<file path="config.mk">
export PLATFORM = sky130hd
export DESIGN_NAME = atomrvcore_ifu
export DESIGN_NICKNAME = d
export VERILOG_FILES = /design/src/rtl/atomrvcore_ifu.sv
export SDC_FILE = /design/constraint.sdc
export NUM_CORES = 1
export LEC_CHECK = 0
export ABC_AREA = 1
export CORE_MARGIN = 8
export CORE_UTILIZATION = 25
export CTS_CLUSTER_SIZE = 10
export DETAILED_ROUTE_END_ITERATION = 8
export DONT_BUFFER_PORTS = 1
export SYNTH_ARGS = -nofsm -noshare
export SYNTH_HDL_FRONTEND = slang
export SYNTH_SLANG_ARGS = --single-unit
export TNS_END_PERCENT = 1
</file>
<file path="constraint.sdc">
create_clock -name clk_i -period 7 [get_ports clk_i]
set_clock_uncertainty 0.2 [all_clocks]
set_input_delay 1.05 -clock clk_i [delete_from_list [all_inputs] [get_ports clk_i]]
set_output_delay 1.05 -clock clk_i [all_outputs]
set_load 0.03 [all_outputs]
</file>
<file path="src/rtl/atomrvcore_ifu.sv">
// ---------------------------------------------------------------------------
// atomrvcore_ifu -- instruction fetch unit
//
// Holds the program counter and fetches one instruction word at a time from
// instruction memory, with at most one request in flight. Returned words are
// buffered together with their fetch address in a small FIFO and handed to
// the decode stage over a valid/ready handshake. Branches, JAL and JALR from
// decode redirect the PC and flush every wrong-path word, including one that
// is still in flight.
//
// Ports
//   clk_i          clock, all state changes on the rising edge
//   rst_ni         asynchronous active-low reset
//   pc_rst_ni      synchronous PC reset: behaves as a redirect to RESET_PC
//   IR_EN_i        fetch enable; low stops new requests only
//   BE_i           taken conditional branch redirect
//   UJE_i          JAL redirect
//   JALRE_i        JALR redirect (highest priority of the three)
//   immed_i        sign-extended immediate from decode
//   branch_pc_i    PC of the redirecting instruction (BE/JAL base)
//   operand_A_i    rs1 value (JALR base)
//   imem_req_o     one-cycle fetch request strobe
//   imem_addr_o    word-aligned fetch address
//   imem_rvalid_i  fetch response valid
//   imem_rdata_i   fetch response word
//   instr_valid_o  instr_o/pc_o hold a buffered instruction
//   instr_ready_i  decode takes the instruction this cycle
//   instr_o        instruction at the head of the buffer (NOP when empty)
//   pc_o           fetch address of instr_o
// ---------------------------------------------------------------------------
module atomrvcore_ifu #(
  parameter int unsigned          DATAWIDTH  = 32,
  parameter logic [DATAWIDTH-1:0] RESET_PC   = '0,
  parameter int unsigned          FIFO_DEPTH = 2
) (
  input  logic                 clk_i,
  input  logic                 rst_ni,
  input  logic                 pc_rst_ni,
  input  logic                 IR_EN_i,
  input  logic                 BE_i,
  input  logic                 UJE_i,
  input  logic                 JALRE_i,
  input  logic [DATAWIDTH-1:0] immed_i,
  input  logic [DATAWIDTH-1:0] branch_pc_i,
  input  logic [DATAWIDTH-1:0] operand_A_i,
  output logic                 imem_req_o,
  output logic [DATAWIDTH-1:0] imem_addr_o,
  input  logic                 imem_rvalid_i,
  input  logic [DATAWIDTH-1:0] imem_rdata_i,
  output logic                 instr_valid_o,
  input  logic                 instr_ready_i,
  output logic [DATAWIDTH-1:0] instr_o,
  output logic [DATAWIDTH-1:0] pc_o
);

  localparam int unsigned PTR_W = (FIFO_DEPTH > 1) ? $clog2(FIFO_DEPTH) : 1;
  localparam int unsigned CNT_W = PTR_W + 1;

  localparam logic [DATAWIDTH-1:0] NOP_INSTR  = DATAWIDTH'(32'h0000_0013);
  localparam logic [DATAWIDTH-1:0] PC_STEP    = DATAWIDTH'(4);
  localparam logic [DATAWIDTH-1:0] JALR_MASK  = {{(DATAWIDTH-1){1'b1}}, 1'b0};
  localparam logic [CNT_W-1:0]     FIFO_LIMIT = CNT_W'(FIFO_DEPTH);

  // IDLE    : nothing in flight, waiting for enable and buffer space
  // REQ     : request strobe cycle
  // WAIT    : request in flight, its word will be kept
  // DISCARD : request in flight, its word belongs to a flushed path
  typedef enum logic [1:0] {
    ST_IDLE,
    ST_REQ,
    ST_WAIT,
    ST_DISCARD
  } state_e;

  state_e state_q, state_d;

  logic [DATAWIDTH-1:0] pc_q, pc_d;
  logic [DATAWIDTH-1:0] fetch_pc_q;

  logic [DATAWIDTH-1:0] fifo_instr_q [FIFO_DEPTH];
  logic [DATAWIDTH-1:0] fifo_pc_q    [FIFO_DEPTH];
  logic [PTR_W-1:0]     wr_ptr_q, rd_ptr_q;
  logic [CNT_W-1:0]     count_q, count_after;

  logic                 flush;
  logic [DATAWIDTH-1:0] target;
  logic                 push, pop;
  logic                 space_after;
  logic                 in_flight;

  // A pc_rst_ni pulse is just a redirect to RESET_PC that beats every other
  // redirect source; among the decode redirects JALR beats JAL beats branch.
  // JAL and branch share the same target formula, so they share a branch.
  always_comb begin
    target = RESET_PC;
    if (!pc_rst_ni) begin
      target = RESET_PC;
    end else if (JALRE_i) begin
      target = (operand_A_i + immed_i) & JALR_MASK;
    end else if (UJE_i || BE_i) begin
      target = branch_pc_i + {immed_i[DATAWIDTH-2:0], 1'b0};
    end
  end

  assign flush = !pc_rst_ni || JALRE_i || UJE_i || BE_i;

  // Only a word answering a request made on the current path is buffered.
  // A word that lands in a redirect cycle is dropped with the rest of the
  // flushed path. Occupancy after this cycle's push/pop decides whether a
  // new request may reserve a slot, which is what keeps the FIFO from ever
  // overflowing.
  always_comb begin
    push        = imem_rvalid_i && (state_q == ST_WAIT) && !flush;
    pop         = instr_valid_o && instr_ready_i && !flush;
    count_after = count_q + {{PTR_W{1'b0}}, push} - {{PTR_W{1'b0}}, pop};
    space_after = (count_after < FIFO_LIMIT);
  end

  // Next-state and request logic. The normal path walks IDLE/REQ/WAIT; a
  // redirect overrides it. On a redirect we must remember whether memory
  // still owes us a word: a REQ cycle has just issued one, and WAIT/DISCARD
  // still owe one unless it arrives in this very cycle. An owed word sends
  // us to DISCARD so it is swallowed before the target is fetched.
  always_comb begin
    state_d    = state_q;
    pc_d       = pc_q;
    imem_req_o = 1'b0;
    in_flight  = 1'b0;

    case (state_q)
      ST_IDLE: begin
        if (IR_EN_i && space_after) begin
          state_d = ST_REQ;
        end
      end
      ST_REQ: begin
        imem_req_o = 1'b1;
        pc_d       = pc_q + PC_STEP;
        state_d    = ST_WAIT;
        in_flight  = 1'b1;
      end
      ST_WAIT, ST_DISCARD: begin
        in_flight = !imem_rvalid_i;
        if (imem_rvalid_i) begin
          state_d = (IR_EN_i && space_after) ? ST_REQ : ST_IDLE;
        end
      end
      default: begin
        state_d = ST_IDLE;
      end
    endcase

    if (flush) begin
      pc_d = target;
      if (in_flight) begin
        state_d = ST_DISCARD;
      end else begin
        state_d = IR_EN_i ? ST_REQ : ST_IDLE;
      end
    end
  end

  // Fetches are always word aligned; a target with bit 1 set simply reads
  // the word containing it.
  assign imem_addr_o = {pc_q[DATAWIDTH-1:2], 2'b00};

  // State, PC and the address of the request in flight. The in-flight
  // address is kept separately because pc_q has already moved on by the
  // time the word comes back.
  always_ff @(posedge clk_i or negedge rst_ni) begin
    if (!rst_ni) begin
      state_q    <= ST_IDLE;
      pc_q       <= RESET_PC;
      fetch_pc_q <= RESET_PC;
    end else begin
      state_q <= state_d;
      pc_q    <= pc_d;
      if (state_q == ST_REQ) begin
        fetch_pc_q <= imem_addr_o;
      end
    end
  end

  // Buffer bookkeeping. A flush empties the buffer in the same cycle, so
  // decode sees instr_valid_o drop on the following cycle. Pointers wrap
  // naturally because the depth is a power of two.
  always_ff @(posedge clk_i or negedge rst_ni) begin
    if (!rst_ni) begin
      wr_ptr_q <= '0;
      rd_ptr_q <= '0;
      count_q  <= '0;
    end else if (flush) begin
      wr_ptr_q <= '0;
      rd_ptr_q <= '0;
      count_q  <= '0;
    end else begin
      if (push) begin
        wr_ptr_q <= wr_ptr_q + 1'b1;
      end
      if (pop) begin
        rd_ptr_q <= rd_ptr_q + 1'b1;
      end
      count_q <= count_after;
    end
  end

  // Buffer storage needs no reset: an entry is only ever read after it has
  // been written, because validity comes from count_q.
  always_ff @(posedge clk_i) begin
    if (push) begin
      fifo_instr_q[wr_ptr_q] <= imem_rdata_i;
      fifo_pc_q[wr_ptr_q]    <= fetch_pc_q;
    end
  end

  // The head entry goes straight to decode. An empty buffer shows a NOP so
  // that decode never sees stale data even if it ignores instr_valid_o.
  always_comb begin
    instr_valid_o = (count_q != '0);
    instr_o       = NOP_INSTR;
    pc_o          = RESET_PC;
    if (instr_valid_o) begin
      instr_o = fifo_instr_q[rd_ptr_q];
      pc_o    = fifo_pc_q[rd_ptr_q];
    end
  end

endmodule

</file>
After elaboration in Yosys (flattened, before gate mapping). Memories as Yosys holds them, arrays and structs flattened. Cells that the tools add are included. W data, S select, Z words.

Bits in registers: 68. Bits in writable memories: 124. Bits of input ports: 137. Output and inout bits: 98. Logic and storage cells: 63. Memories kept: 2.

Memory list: fifo_instr_q (words 2, width 32, rd ports 1, clocked after Yosys merged registers in 0, wr ports 1, RTL line 80) `logic [DATAWIDTH-1:0] fifo_instr_q [FIFO_DEPTH];`; fifo_pc_q (words 2, width 30, rd ports 1, clocked after Yosys merged registers in 0, wr ports 1, RTL line 81) `logic [DATAWIDTH-1:0] fifo_pc_q [FIFO_DEPTH];`.

Add/sub/neg operators: 7. $lt $le $gt $ge: 1. Eq/ne operators: 5. Muxes and demuxes: 23. Reductions and logical operators: 19.

Operators with widths (count): $mux W32 (7); $add A32 B32 Y32 (2); $add A32 B3 Y32 const B (1); $mux W2 (5); $mux W1 (9); $reduce_bool A2 Y1 (4); $ne A3 B3 Y1 const B (2); $pmux W2 S3 (1); $logic_and A1 B1 Y1 (5); $eq A2 B2 Y1 const B (2); $logic_or A1 B1 Y1 (4); $logic_not A1 Y1 (3); $add A1 B1 Y1 const B (2); $add A2 B1 Y2 (1); $eq A2 B1 Y1 const B (1); $logic_not A2 Y1 (1); $lt A2 B2 Y1 const B (1); $pmux W1 S2 (1); $reduce_and A2 Y1 (1); $reduce_or A2 Y1 (1); $sub A2 B1 Y2 (1).

Longest topological paths before layout.
Depth in word-level cells: 14. Mapped depth: 15. Depth with buffers taken out: 15.

Worst setup path after synthesis. No wires, ideal clock.

Kind: in2reg. Start point: input UJE_i. End point: memory fifo_instr_q[1][0] (enable). Setup time: 0.558 ns. Arrival: 6.121 ns. Required time: 6.242 ns. Slack: 0.121 ns. Cell stages on the path: 7. Buffers on the path: 2. Cells stage by stage: nor2_4 > inv_2 > nor3_2 > buf_2 > buf_2 > nand2_1 > nor3_1.

Word-level cells in the longest chain between the ends: 6.

RTL lines: start: declaration (RTL line 41) `input logic UJE_i,`; $logic_or A1 B1 Y1 (2 in a row) (RTL line 105) `assign flush = !pc_rst_ni || JALRE_i || UJE_i || BE_i;`; $logic_not A1 Y1 (RTL line 113) `push = imem_rvalid_i && (state_q == ST_WAIT) && !flush;`; $logic_and A1 B1 Y1 (RTL line 113); $mux W1 (RTL line 210) `if (push) begin`; $mux W1 (implied by the code) (RTL line 211) `fifo_instr_q[wr_ptr_q] <= imem_rdata_i;`; end: declaration (RTL line 80).

No other way between the ends.

Worst setup path in the final report.
Start point: input UJE_i. End point: register state_q[0].

Word-level cells in the longest chain between the ends: 12. Elaborated cells between the ends (all ways): 16. Classes of those cells: 2 x add/sub; 1 x order compare; 2 x eq/ne; 4 x mux; 7 x reduce/logical.

RTL lines: $logic_or A1 B1 Y1 * (2 in a row) (RTL line 105); $logic_not A1 Y1 (RTL line 113, 114); $logic_and A1 B1 Y1 (RTL line 113); $add A2 B1 Y2 (RTL line 115) `count_after = count_q + {{PTR_W{1'b0}}, push} - {{PTR_W{1'b0}}, pop};`; $sub A2 B1 Y2 (RTL line 115); $lt A2 B2 Y1 (RTL line 116) `space_after = (count_after < FIFO_LIMIT);`; $logic_and A1 B1 Y1 (RTL line 132, 145); $mux W1 (RTL line 145) `state_d = (IR_EN_i && space_after) ? ST_REQ : ST_IDLE;`; $mux W2 (RTL line 144) `if (imem_rvalid_i) begin`; $pmux W2 S3 (RTL line 130) `case (state_q)`; $mux W2 (RTL line 153) `if (flush) begin`; end signal: assignment (RTL line 176) `state_q <= state_d;`; end: declaration (RTL line 75) `state_e state_q, state_d;`.

Every way passes the cells marked *; elsewhere a longest branch is shown, timed or not. The select of a mux whose other input is x is not followed. A chain may end at the register's enable or synchronous reset.

==> flow_summary.rst <==
.. list-table::
   :header-rows: 1

   * - Metric
     - Value
   * - Status
     - complete, no violations
   * - Flip-flop cell with the highest count after synthesis
     - sky130_fd_sc_hd__edfxtp_1
   * - Number of placement rows
     - between 80 and 90
   * - Design internal power
     - 2.00 mW
   * - Yosys cell types
     - 44
   * - Average via count per standard cell
     - between 4 and 5
   * - Total overflow reported by the global router
     - 0
   * - CTS tree
     - built
   * - Number of storage elements in the synthesis netlist
     - 190
   * - Required time reported for the critical path endpoint
     - 7140 ps
   * - Arrival time worst endpoint
     - around 3900 ps
   * - Fraction of layout instances using a drive strength above 1
     - under 10%
   * - Slew at the pin with the worst max-slew slack
     - between 1000 and 1500 ps
   * - Root Buffer Master
     - sky130_fd_sc_hd__clkbuf_16
   * - Critical setup path kind
     - input port to flop
   * - FF+latch area
     - between 5000 and 6000 sq um
   * - Areal power density over the cells
     - between 200 and 250 nW/um^2
   * - Post-synth EDFFs
     - between 100 and 150
   * - Routed wire length
     - ~43 mm
   * - Worst vdd rail ir drop
     - 120 uV
   * - Reg2reg start
     - count_q[1]
   * - Overall die area
     - between 50000 and 60000 sq um
   * - Die span in x
     - between 200 and 250 um
   * - Fillers
     - roughly 5500
   * - Top fanout value on the critical path
     - 27
   * - HPWL Detailed
     - roughly 34 mm
   * - Sinks on the clock net
     - 190
   * - Number of buffers created by CTS
     - 17
   * - Final layout net count
     - approximately 2000
   * - DR iter-0 viols
     - between 800 and 900
   * - Switching share of power
     - approximately a third
   * - Final setup violating endpoints
     - 0
   * - Port Buffers
     - 0
   * - Standard cell with the maximum stage delay on the critical path
     - sky130_fd_sc_hd__inv_2
   * - Min setup slack post-route
     - ~3200 ps
   * - Hold buffer count at CTS
     - 0
   * - Fraction of registers with async set/reset
     - around a third
   * - Critical path origin
     - UJE_i
   * - Average size of a mapped cell
     - 7.23 sq um
   * - Area occupied by multi-input gates
     - approximately 6400 sq um
   * - Max-Slew Margin vs Limit
     - a little over a quarter
   * - Number of setup buffers added after CTS
     - 0
   * - Ys Warns
     - 0
   * - Sw power
     - about 1 mW
   * - Via count
     - around 11000
   * - Number of optimization iterations in the first detailed-route pass
     - 5
   * - Post-synth design cell area
     - approximately 13000 sq um
   * - Maximum buffer depth of the clock tree
     - 2
   * - Maximum capacitance violations
     - 0
   * - Instance count after placement with tap cells included
     - 2402
   * - Effective utilization at floorplan
     - between 20 and 30%
   * - Setup_tns
     - 0 ps
   * - GR Util met3
     - 4.29%
   * - Highest achievable clock rate
     - 266 MHz
   * - Clock network latency to the later pin of the worst-skew pair
     - ~430 ps
   * - Vias in the first global route
     - about 11000
   * - Count of antenna-violating nets left after detailed routing
     - 0
   * - Cell count after synthesis
     - approximately 1800
   * - Gr busiest metal
     - met2
   * - Area growth from synthesis to final layout
     - 10.4%
   * - Clock Pin Slew Worst Setup and Hold Paths
     - around 70 ps
   * - Slew Limit Fails
     - 0
   * - Post-route clock period utilization
     - a little over half
   * - Detailed-route wire length per cell
     - ~18 um
   * - Leakage Power
     - 6.37 nW
   * - Ant. Diodes
     - 0
   * - Register area share after synthesis
     - a little over two fifths
   * - Cells along the critical path
     - nor2_4, inv_2, nor3_2, buf_4, inv_2, nor2_1, ha_1, inv_1, ha_1, xnor2_1, xor2_1, nand2_1, o211ai_1, nor2_1, a31oi_1
   * - Relative contribution of combinational cells to total power
     - approximately a fifth
   * - Unrepaired setup endpoints after global routing
     - no
   * - Initial antenna violation count
     - 0
   * - Shortest clock period the worst path allows after layout
     - around 3800 ps
   * - Delay of the slowest cell on the worst path
     - roughly 330 ps
   * - Maximum number of pins on one net before global-route repair
     - 67
   * - Maximum level of the CTS H-tree
     - 4
   * - Overall power after layout
     - between 2 and 3 mW
   * - Number of cells upsized or downsized after cts
     - 0
   * - Placeable core region
     - 50300 sq um
   * - Grt met2 use
     - a little under a quarter
   * - Worst setup EP type
     - flop
   * - Number of endpoints with negative hold slack in the final report
     - 0
   * - Sequential fraction of design power
     - approximately half
   * - Die Span Y
     - ~240 um
   * - Proportion of power drawn by the clock network
     - between 30% and 40%
   * - Final weighted congestion of routability-driven global placement
     - 0.899
   * - Routing usage on met1
     - a little under a fifth
   * - HP Class
     - input port to asynchronous set/reset pin
   * - Residual DRC count
     - 0
   * - Startpoint type of the worst setup path
     - input port
   * - Wire length of the first global-routing pass
     - roughly 65 mm
   * - Final cell count without fillers
     - roughly 2400
   * - Total global-route track usage
     - 14.3%
   * - Post-Place Worst Slack
     - 2720 ps
   * - Number of top-level pins
     - approximately 240
-- state kept, by name (all words and copies together), names as in the netlist --
| register | flops |
|---|---|
| fifo_instr_q | 64 |
| fifo_pc_q | 60 |
| fetch_pc_q | 30 |
| pc_q | 30 |
| count_q | 2 |
| state_q | 2 |
| rd_ptr_q | 1 |
| wr_ptr_q | 1 |
-- worst max-delay path: cells and delay by family --
family	cells	cell delay, ps
buffers and inverters	4	880
AND/OR/NAND/NOR	5	830
adder cells (fa/ha/maj)	2	390
AO/OA/AOI/OAI	2	380
XOR/XNOR	2	360
-- metal layers --
layer / vias up / part of all wire, %
met3: 36 / 8.8
met4: 0 / 1.5
met2: 425 / 45
li1: 5721 / -
met5: - / 0
met1: 5310 / 45
-- cell usage in the layout, fill, tap and decap left out, types with 11 or more instances in the layout --
cell type,n
sky130_fd_sc_hd__ha_1,62
sky130_fd_sc_hd__inv_1,217
sky130_fd_sc_hd__xor2_1,11
sky130_fd_sc_hd__nor3_1,19
sky130_fd_sc_hd__nand4_1,14
sky130_fd_sc_hd__clkbuf_16,17
sky130_fd_sc_hd__a21oi_1,148
sky130_fd_sc_hd__nor2_1,166
sky130_fd_sc_hd__dfrtp_1,65
sky130_fd_sc_hd__o21ai_0,68
sky130_fd_sc_hd__edfxtp_1,124
sky130_fd_sc_hd__nand3_1,115
sky130_fd_sc_hd__o21bai_1,14
sky130_fd_sc_hd__nand2_1,607
-- final timing paths --
check / slack [ps] / depth (start not counted) / to
max: 3240 / 15 / state_q[0]
min: 120 / 0 / fetch_pc_q[5]
max reg2reg: 4180 / 13 / state_q[0]
min reg2reg: 270 / 0 / fifo_pc_q[0][6]
max in group asynchronous: 6320 / 0 / rd_ptr_q
min in group clk_i: 270 / 0 / fifo_pc_q[0][6]
-- cell usage after synthesis (3+ instances only) --
master                     instances  share of area [%]
sky130_fd_sc_hd__a21oi_1         148                5.8
sky130_fd_sc_hd__a22oi_1           7               0.41
sky130_fd_sc_hd__a31oi_1           8               0.39
sky130_fd_sc_hd__buf_1             7               0.21
sky130_fd_sc_hd__buf_2             6               0.24
sky130_fd_sc_hd__buf_4             4               0.24
sky130_fd_sc_hd__clkbuf_1         29               0.85
sky130_fd_sc_hd__dfrtp_1          66                 13
sky130_fd_sc_hd__edfxtp_1        124                 29
sky130_fd_sc_hd__ha_1             62                6.1
sky130_fd_sc_hd__inv_1           217                6.4
sky130_fd_sc_hd__inv_2             6               0.18
sky130_fd_sc_hd__nand2_1         608                 18
sky130_fd_sc_hd__nand3_1         115                4.5
sky130_fd_sc_hd__nand3_2           4               0.31
sky130_fd_sc_hd__nand3b_1          6               0.35
sky130_fd_sc_hd__nand4_1          14               0.69
sky130_fd_sc_hd__nor2_1          168                4.9
sky130_fd_sc_hd__nor2_4            6               0.53
sky130_fd_sc_hd__nor3_1           20               0.78
sky130_fd_sc_hd__o211ai_1          7               0.41
sky130_fd_sc_hd__o21a_1            3               0.18
sky130_fd_sc_hd__o21ai_0          68                2.7
sky130_fd_sc_hd__o21ai_1           4               0.16
sky130_fd_sc_hd__o21bai_1         14               0.82
sky130_fd_sc_hd__or2_2             6               0.29
sky130_fd_sc_hd__xnor2_1           7               0.48
sky130_fd_sc_hd__xor2_1           11               0.76
-- power groups by stage --
| stage | Clock [mW] | Sequential (mW) | Combinational (mW) |
|---|---|---|---|
| 2_1_floorplan | 0 | 1.42 | 0.431 |
| 3_3_place_gp | 0 | 1.47 | 0.576 |
| 3_5_place_dp | 0 | 1.47 | 0.582 |
| 4_1_cts | 0.955 | 1.45 | 0.586 |
| 5_1_grt | 0.994 | 1.46 | 0.669 |
| 6_report | 0.935 | 1.45 | 0.593 |
-- stage by stage --
stage / hold WS, ps / utilization, % / instance area [sq um]
floorplan: 242 / - / 12800
global placement: 252 / 26.8 / 13500
detailed placement: 256 / 26.8 / 13500
CTS: 100 / 28.0 / 14100
global route: 90.6 / 28.0 / 14100
finish: 116 / 28.0 / 14100
-- logic make-up after synthesis --
group,Yosys count,synth area share (%)
AOI/OAI and AO/OA,268,11.4
xor gates and xnor gates,18,1.24
adders and majority gates,63,6.24
buffers and inverters,269,8.09
DFF,190,42.1
other,1,0.0294
and+or+nand+nor,956,30.9
-- final cells by class --
type	count	area share, %
sequential	190	38.2
timing repair buffer	8	0.427
multi-input combinational	1309	45.3
inverter	223	5.95
clock inverter	14	1.08
clock buffer	18	3.05
tap	672	5.97
(Power assumes the default switching activity.)
